<file path="config.mk">
export PLATFORM = sky130hd
export DESIGN_NAME = amiga_wcs_dram_ctrl
export DESIGN_NICKNAME = d
export VERILOG_FILES = /design/src/rtl/amiga_wcs_dram_ctrl_pkg.sv /design/src/rtl/amiga_wcs_dram_ctrl_refresh_timer.sv /design/src/rtl/amiga_wcs_dram_ctrl.sv
export SDC_FILE = /design/constraint.sdc
export NUM_CORES = 1
export LEC_CHECK = 0
export BUFFER_PORTS_ARGS = -buffer_cell sky130_fd_sc_hd__buf_4
export CAP_MARGIN = 40
export CELL_PAD_IN_SITES_DETAIL_PLACEMENT = 1
export CELL_PAD_IN_SITES_GLOBAL_PLACEMENT = 1
export CORE_MARGIN = 2
export CORE_UTILIZATION = 35
export CTS_CLUSTER_SIZE = 12
export DETAILED_ROUTE_END_ITERATION = 7
export PLACE_DENSITY = 0.87
export RECOVER_POWER = 25
export SETUP_SLACK_MARGIN = 0.15
export SLEW_MARGIN = 10
export SYNTH_ARGS = -nofsm -noshare
export SYNTH_HDL_FRONTEND = slang
export SYNTH_SLANG_ARGS = --single-unit
</file>
<file path="constraint.sdc">
create_clock -name i_clk -period 1.6 [get_ports i_clk]
set_input_delay 0.24 -clock i_clk [delete_from_list [all_inputs] [get_ports i_clk]]
set_output_delay 0.24 -clock i_clk [all_outputs]
set_load 0.03 [all_outputs]
</file>
<file path="src/rtl/amiga_wcs_dram_ctrl_pkg.sv">
// Shared types and helpers for the WCS DRAM controller: FSM states, byte-lane
// positions within a bank's CAS pair, and width helpers.
package amiga_wcs_dram_ctrl_pkg;

  typedef enum logic [2:0] {
    ST_IDLE,
    ST_ROW,
    ST_COL,
    ST_ACK,
    ST_PRE,
    ST_REF_CAS,
    ST_REF_RAS
  } dram_state_e;

  localparam int LANE_LO = 0;
  localparam int LANE_HI = 1;

  function automatic int bank_bits(input int banks);
    return (banks > 1) ? $clog2(banks) : 0;
  endfunction

  function automatic int max3(input int x, input int y, input int z);
    int m;
    m = (x > y) ? x : y;
    return (m > z) ? m : z;
  endfunction

endpackage

</file>
<file path="src/rtl/amiga_wcs_dram_ctrl_refresh_timer.sv">
// Free-running refresh interval timer; raises a sticky pending flag every
// REFRESH_DIV cycles until the controller accepts the refresh.
module amiga_wcs_dram_ctrl_refresh_timer #(
  parameter int REFRESH_DIV = 109
) (
  input  logic i_clk,
  input  logic i_rst_n,
  input  logic i_ack,
  output logic o_pending
);

  localparam int W = $clog2(REFRESH_DIV);
  localparam logic [W-1:0] RELOAD = W'(REFRESH_DIV - 1);

  logic [W-1:0] r_cnt;
  logic         r_pending;

  // A new interval expiring on the accept cycle must not be lost, so set wins.
  always_ff @(posedge i_clk or negedge i_rst_n) begin
    if (!i_rst_n) begin
      r_cnt     <= RELOAD;
      r_pending <= 1'b0;
    end else begin
      if (r_cnt == '0) begin
        r_cnt     <= RELOAD;
        r_pending <= 1'b1;
      end else begin
        r_cnt <= r_cnt - 1'b1;
        if (i_ack) r_pending <= 1'b0;
      end
    end
  end

  assign o_pending = r_pending;

endmodule

</file>
<file path="src/rtl/amiga_wcs_dram_ctrl.sv">
// Synchronous DRAM sequencer for decoded 68000 bus cycles: row/column mux,
// per-bank byte CAS decode, CBR refresh and a sticky write-protect latch.
//
// state   | meaning
// IDLE    | waiting; refresh has priority over a bus request
// ROW     | _RAS low with row address, T_RCD cycles
// COL     | _CAS low with column address, T_CAS cycles
// ACK     | _DTACK low until the bus drops REQ
// PRE     | precharge, T_RP cycles
// REF_CAS | all _CAS low with _RAS high, one cycle
// REF_RAS | _RAS and all _CAS low, T_CAS+1 cycles
module amiga_wcs_dram_ctrl
  import amiga_wcs_dram_ctrl_pkg::*;
#(
  parameter int ROW_BITS    = 8,
  parameter int BANKS       = 2,
  parameter int T_RCD       = 2,
  parameter int T_CAS       = 2,
  parameter int T_RP        = 2,
  parameter int REFRESH_DIV = 109,
  localparam int BANK_BITS  = bank_bits(BANKS),
  localparam int AW         = 2*ROW_BITS + BANK_BITS
) (
  input  logic                i_clk,
  input  logic                i_rst_n,
  input  logic                i_req,
  input  logic [AW-1:0]       i_a,
  input  logic                i_rw,
  input  logic                i_uds_n,
  input  logic                i_lds_n,
  input  logic [15:0]         i_wd,
  output logic [15:0]         o_rd,
  output logic                o_dtack_n,
  input  logic                i_wp_set,
  output logic                o_wpro,
  output logic [ROW_BITS-1:0] o_ma,
  output logic                o_ras_n,
  output logic [2*BANKS-1:0]  o_cas_n,
  output logic                o_we_n,
  output logic [15:0]         o_dq_o,
  output logic                o_dq_oe,
  input  logic [15:0]         i_dq_i
);

  localparam int BW = (BANK_BITS > 0) ? BANK_BITS : 1;
  localparam int CW = $clog2(max3(T_RCD, T_CAS + 1, T_RP) + 1);

  dram_state_e         r_state, w_next;
  logic [CW-1:0]       r_cnt;
  logic [ROW_BITS-1:0] r_row, r_col;
  logic [BW-1:0]       r_bank;
  logic                r_rw, r_uds_n, r_lds_n, r_drop, r_wpro;
  logic [15:0]         r_wd, r_rd;
  logic [BW-1:0]       w_bank;
  logic                w_pending, w_ref_ack, w_start, w_wr_en;
  logic [2*BANKS-1:0]  w_cas_sel_n;

  if (BANK_BITS > 0) begin : g_bank
    assign w_bank = i_a[AW-1 -: BANK_BITS];
  end else begin : g_nobank
    assign w_bank = '0;
  end

  assign w_ref_ack = (r_state == ST_IDLE) && w_pending;
  assign w_start   = (r_state == ST_IDLE) && !w_pending && i_req;
  assign w_wr_en   = !r_rw && !r_drop;

  amiga_wcs_dram_ctrl_refresh_timer #(.REFRESH_DIV(REFRESH_DIV)) u_refresh_timer (
    .i_clk     (i_clk),
    .i_rst_n   (i_rst_n),
    .i_ack     (w_ref_ack),
    .o_pending (w_pending)
  );

  always_ff @(posedge i_clk or negedge i_rst_n) begin
    if (!i_rst_n) begin
      r_state <= ST_IDLE;
      r_cnt   <= '0;
    end else begin
      r_state <= w_next;
      if (r_state != w_next) begin
        case (w_next)
          ST_ROW:     r_cnt <= CW'(T_RCD - 1);
          ST_COL:     r_cnt <= CW'(T_CAS - 1);
          ST_PRE:     r_cnt <= CW'(T_RP - 1);
          ST_REF_RAS: r_cnt <= CW'(T_CAS);
          default:    r_cnt <= '0;
        endcase
      end else if (r_cnt != '0) begin
        r_cnt <= r_cnt - 1'b1;
      end
    end
  end

  always_comb begin
    w_next = r_state;
    case (r_state)
      ST_IDLE:    if (w_pending) w_next = ST_REF_CAS;
                  else if (i_req) w_next = ST_ROW;
      ST_ROW:     if (r_cnt == '0) w_next = ST_COL;
      ST_COL:     if (r_cnt == '0) w_next = ST_ACK;
      ST_ACK:     if (!i_req) w_next = ST_PRE;
      ST_PRE:     if (r_cnt == '0) w_next = ST_IDLE;
      ST_REF_CAS: w_next = ST_REF_RAS;
      ST_REF_RAS: if (r_cnt == '0) w_next = ST_PRE;
      default:    w_next = ST_IDLE;
    endcase
  end

  // Protection is sampled at cycle start so a mid-cycle WP_SET cannot truncate a write.
  always_ff @(posedge i_clk or negedge i_rst_n) begin
    if (!i_rst_n) begin
      r_row   <= '0;
      r_col   <= '0;
      r_bank  <= '0;
      r_rw    <= 1'b1;
      r_uds_n <= 1'b1;
      r_lds_n <= 1'b1;
      r_drop  <= 1'b0;
      r_wd    <= '0;
      r_rd    <= '0;
      r_wpro  <= 1'b0;
    end else begin
      if (w_start) begin
        r_bank  <= w_bank;
        r_row   <= i_a[2*ROW_BITS-1:ROW_BITS];
        r_col   <= i_a[ROW_BITS-1:0];
        r_rw    <= i_rw;
        r_uds_n <= i_uds_n;
        r_lds_n <= i_lds_n;
        r_wd    <= i_wd;
        r_drop  <= !i_rw && r_wpro;
      end
      if (r_state == ST_COL && r_cnt == '0 && r_rw) r_rd <= i_dq_i;
      if (i_wp_set) r_wpro <= 1'b1;
    end
  end

  always_comb begin
    w_cas_sel_n = '1;
    for (int b = 0; b < BANKS; b++) begin
      if (r_bank == BW'(b) && !(!r_rw && r_drop)) begin
        w_cas_sel_n[2*b + LANE_LO] = r_lds_n;
        w_cas_sel_n[2*b + LANE_HI] = r_uds_n;
      end
    end
  end

  always_comb begin
    o_ras_n   = 1'b1;
    o_cas_n   = '1;
    o_we_n    = 1'b1;
    o_dq_oe   = 1'b0;
    o_ma      = '0;
    o_dtack_n = 1'b1;
    case (r_state)
      ST_ROW: begin
        o_ras_n = 1'b0;
        o_ma    = r_row;
        o_we_n  = !w_wr_en;
        o_dq_oe = w_wr_en;
      end
      ST_COL: begin
        o_ras_n = 1'b0;
        o_ma    = r_col;
        o_we_n  = !w_wr_en;
        o_dq_oe = w_wr_en;
        o_cas_n = w_cas_sel_n;
      end
      ST_ACK:     o_dtack_n = 1'b0;
      ST_REF_CAS: o_cas_n = '0;
      ST_REF_RAS: begin
        o_ras_n = 1'b0;
        o_cas_n = '0;
      end
      default: ;
    endcase
  end

  assign o_dq_o = r_wd;
  assign o_rd   = r_rd;
  assign o_wpro = r_wpro;

endmodule

</file>
==> flow_summary_export.csv <==
group,metric,value,unit
floorplan,die_x,97.7,um
clocking,cts_tree,"done",
placement,place_area,4160,sq um
drt,drt_iter0_markers,83,
synth,ys.flop_type,"dfrtp_1",
pwr,ir_worst_vdd,1.04,mV
critical_path,cp-startpoint,"r_state[0]",
sta,setup_viol,54,
cells_and_area,area_growth,58.6,%
synth,synth_area_leader_cell,"dfrtp_1",
sta,fmax,0.555,GHz
clocking,cts_made_buffers,9,
clocking,ctsRootBufferMaster,"clkbuf_8",
synth,netlist_instances,233,
critical_path,worstSetupPathType,"flop to primary output",
clocking,cts_sinks,67,
critical_path,reg2reg_depth,6,
synth,ys_top_cells_by_area,"dfrtp_1 49%, mux2_4 14%, mux2_2 9.5%, dfstp_2 6.0%, a22oi_1 2.0%",
sta,fin_crit_sh,113,%
synth,yosysWarningCount,0,
placement,dp_cells,450,
sta,fin_ws,-0.203,ns
run_status,status,"finished with violations",
drt,drc,0,
critical_path,regToRegSetupSlack,-0.10,ns
synth,yosysSeqAreaShare,54.8,%
global_route,first_global_vias,2612,
pwr,p_leak,2.27,nW
cells_and_area,fin_area,4880,sq um
cells_and_area,drive_above_1_share,72.1,%
sta,tightestPinTransition,0.677,ns
sta,fin_worst_skew,0.0127,ns
critical_path,worstPathArrival,1.56,ns
pwr,power.density,2260,nW/um^2
synth,synth_nets,291,
run_status,violations,"setup timing",
placement,dp_hpwl,5650,um
drt,first_pass_iters,4,
min_path,hp-class,"input port to flop",
floorplan,io_pins,105,
drt,wire_per_inst,19.0,um
min_path,hold_path_startpoint,"i_wp_set",
synth,syn-mean-instance-area,13.2,sq um
min_path,whs_path_depth,2,
critical_path,startpoint_type,"flop",
critical_path,crit_path_end_kind,"primary output",
sta,whs,0.0804,ns
global_route,overflow,0,
drt,wl,9230,um
placement,gp_congestion,0.740,
drt,drt-met1-wl,3970,um
floorplan,dieArea,9550,sq um
clocking,clkLatencyLatePin,0.35,ns
critical_path,required,1.36,ns
global_route,grt_max_degree,36,
critical_path,crit_fanout,9,
drt,vias,2449,
critical_path,worstReg2RegStart,"r_state[1]",
floorplan,initial_core_util,35.6,%
synth,syn-cell-area,3080,sq um
sta,tns,-5.00,ns
global_route,grt_first_pass_wirelength,13200,um
floorplan,coreArea,8640,sq um
clocking,clockBufferDepth,2,
synth,synth_top_area_share,48.8,%
floorplan,std_cell_rows,34,
drt,wl_met2,4680,um
sta,drv_slew,0,
synth,synth_edf_count,0,
synth,synth_cell_types,36,
sta,rsz0062_at_grt,"yes",
drt,ant_nets,0,
global_route,antenna_found_initial,0,
sta,timing.final.crit_period,1.80,ns
cells_and_area,stdcell_count,485,
cells_and_area,nNetsFinal,430,
sta,hold_viol,0,
cells_and_area,diodes,0,
placement,io_buffers,104,
sta,slew_headroom,54.9,%
clocking,path_clk_slew,0.07,ns
floorplan,die_y,97.7,um
global_route,track_usage,17.3,%
drt,top_layer,"met4",
drt,met3_length,490,um
flow_run,cap_viol_max_count,0,
cells_and_area,utilization,56.5,%
drt,viasPerCell,5.05,
synth,ys_async_sr_fraction,100,%
synth,synth-seq-cells,67,
clocking,htreeDepth,3,
==> cell type report <==
type,count,area [sq um]
flip-flops and latches,67,1690
inverters,8,30.0
well taps,108,135
fillers,879,3760
clock inverters,6,88.8
multi-input cells,142,1540
repair buffers,144,1270
clock buffers,10,128
==> layer usage <==
layer | track usage (%) | vias up
met5 | 0 | -
met4 | 4.49 | 0
met3 | 5.23 | 9
met2 | 29.3 | 84
met1 | 21.8 | 1261
li1 | - | 1095
==> through the flow <==
stage | setup slack (ns) | power, mW
floorplan | 0.00384 | 6.45
global placement | 0.0255 | 8.01
detailed placement | -0.0626 | 8.25
CTS | -0.177 | 10.4
global route | -0.261 | 11.5
finish | -0.203 | 11.0
==> worst max-delay path: stages (launching register included) <==
cell and delay, ns:
dfrtp_2 0.45, nor2b_2 0.20, buf_6 0.19, a22oi_2 0.08
nor2_2 0.15, buf_6 0.15
==> report_power, final <==
| group | leakage (nW) | switching [mW] | internal, mW | total, mW |
|---|---|---|---|---|
| Sequential | 0.795 | 0.569 | 2.47 | 3.04 |
| Combinational | 1.37 | 3.14 | 3.26 | 6.40 |
| Clock | 0.103 | 0.699 | 0.881 | 1.58 |
| Total | 2.27 | 4.40 | 6.61 | 11.0 |
==> cells in the final DEF, fill, tap and decap left out, types with 4 or more instances in the layout <==
cell type,Yosys,final
buf_6,4,22
nand2_1,9,6
dfrtp_1,60,57
dfstp_2,7,7
a21oi_1,9,4
clkbuf_8,0,9
mux2_2,26,19
nor2_2,0,9
inv_1,8,4
inv_2,0,4
a22oi_2,0,8
mux2_4,28,35
buf_4,1,111
nor2_1,15,6
==> synth_stat cells (3+ instances only) <==
cell,instances
dfrtp_1,60
mux2_4,28
mux2_2,26
nor2_1,15
a21oi_1,9
nand2_1,9
a22oi_1,8
inv_1,8
dfstp_2,7
clkbuf_1,6
nand2b_1,5
nor3_1,5
o21bai_1,5
buf_2,4
buf_6,4
o21ai_0,4
nor2b_1,3
xor2_1,3
==> registers in the layout, summed over array words and instances (netlist names), 2 cells and up <==
signal	flops
o_dq_o	16
o_rd	16
r_col	8
r_row	8
u_refresh_timer.r_cnt	7
r_state	3
r_cnt	2
==> repair_timing <==
action,in CTS,in global routing
cloned,0,4
gates resized for setup,45,30
hold buffers,1,0
pin swaps,11,12
endpoints found under the setup margin,71,78
setup buffers,7,8
hold endpoints to repair,41,0
==> cells by family (layout without fill, tap and decap cells) <==
logic type               after synthesis  count (layout)  share of synthesized area [%]
XOR/XNOR                               5               5                           1.42
AO/OA/AOI/OAI                         33              33                           7.08
adder cells (fa/ha/maj)                2               2                          0.814
buffers and inverters                 24             168                           4.72
flip-flops                            67              67                           54.8
multiplexers                          54              54                           23.2
AND/OR/NAND/NOR                       48              48                           7.97
==> path summary, 6_finish.rpt <==
kind                                             to
max                                         o_ma[2]
min                                          o_wpro
max reg2reg                                r_cnt[0]
min reg2reg                u_refresh_timer.r_cnt[0]
max in group asynchronous  u_refresh_timer.r_cnt[5]
min in group asynchronous                   o_rd[1]
(Power assumes the default switching activity.)
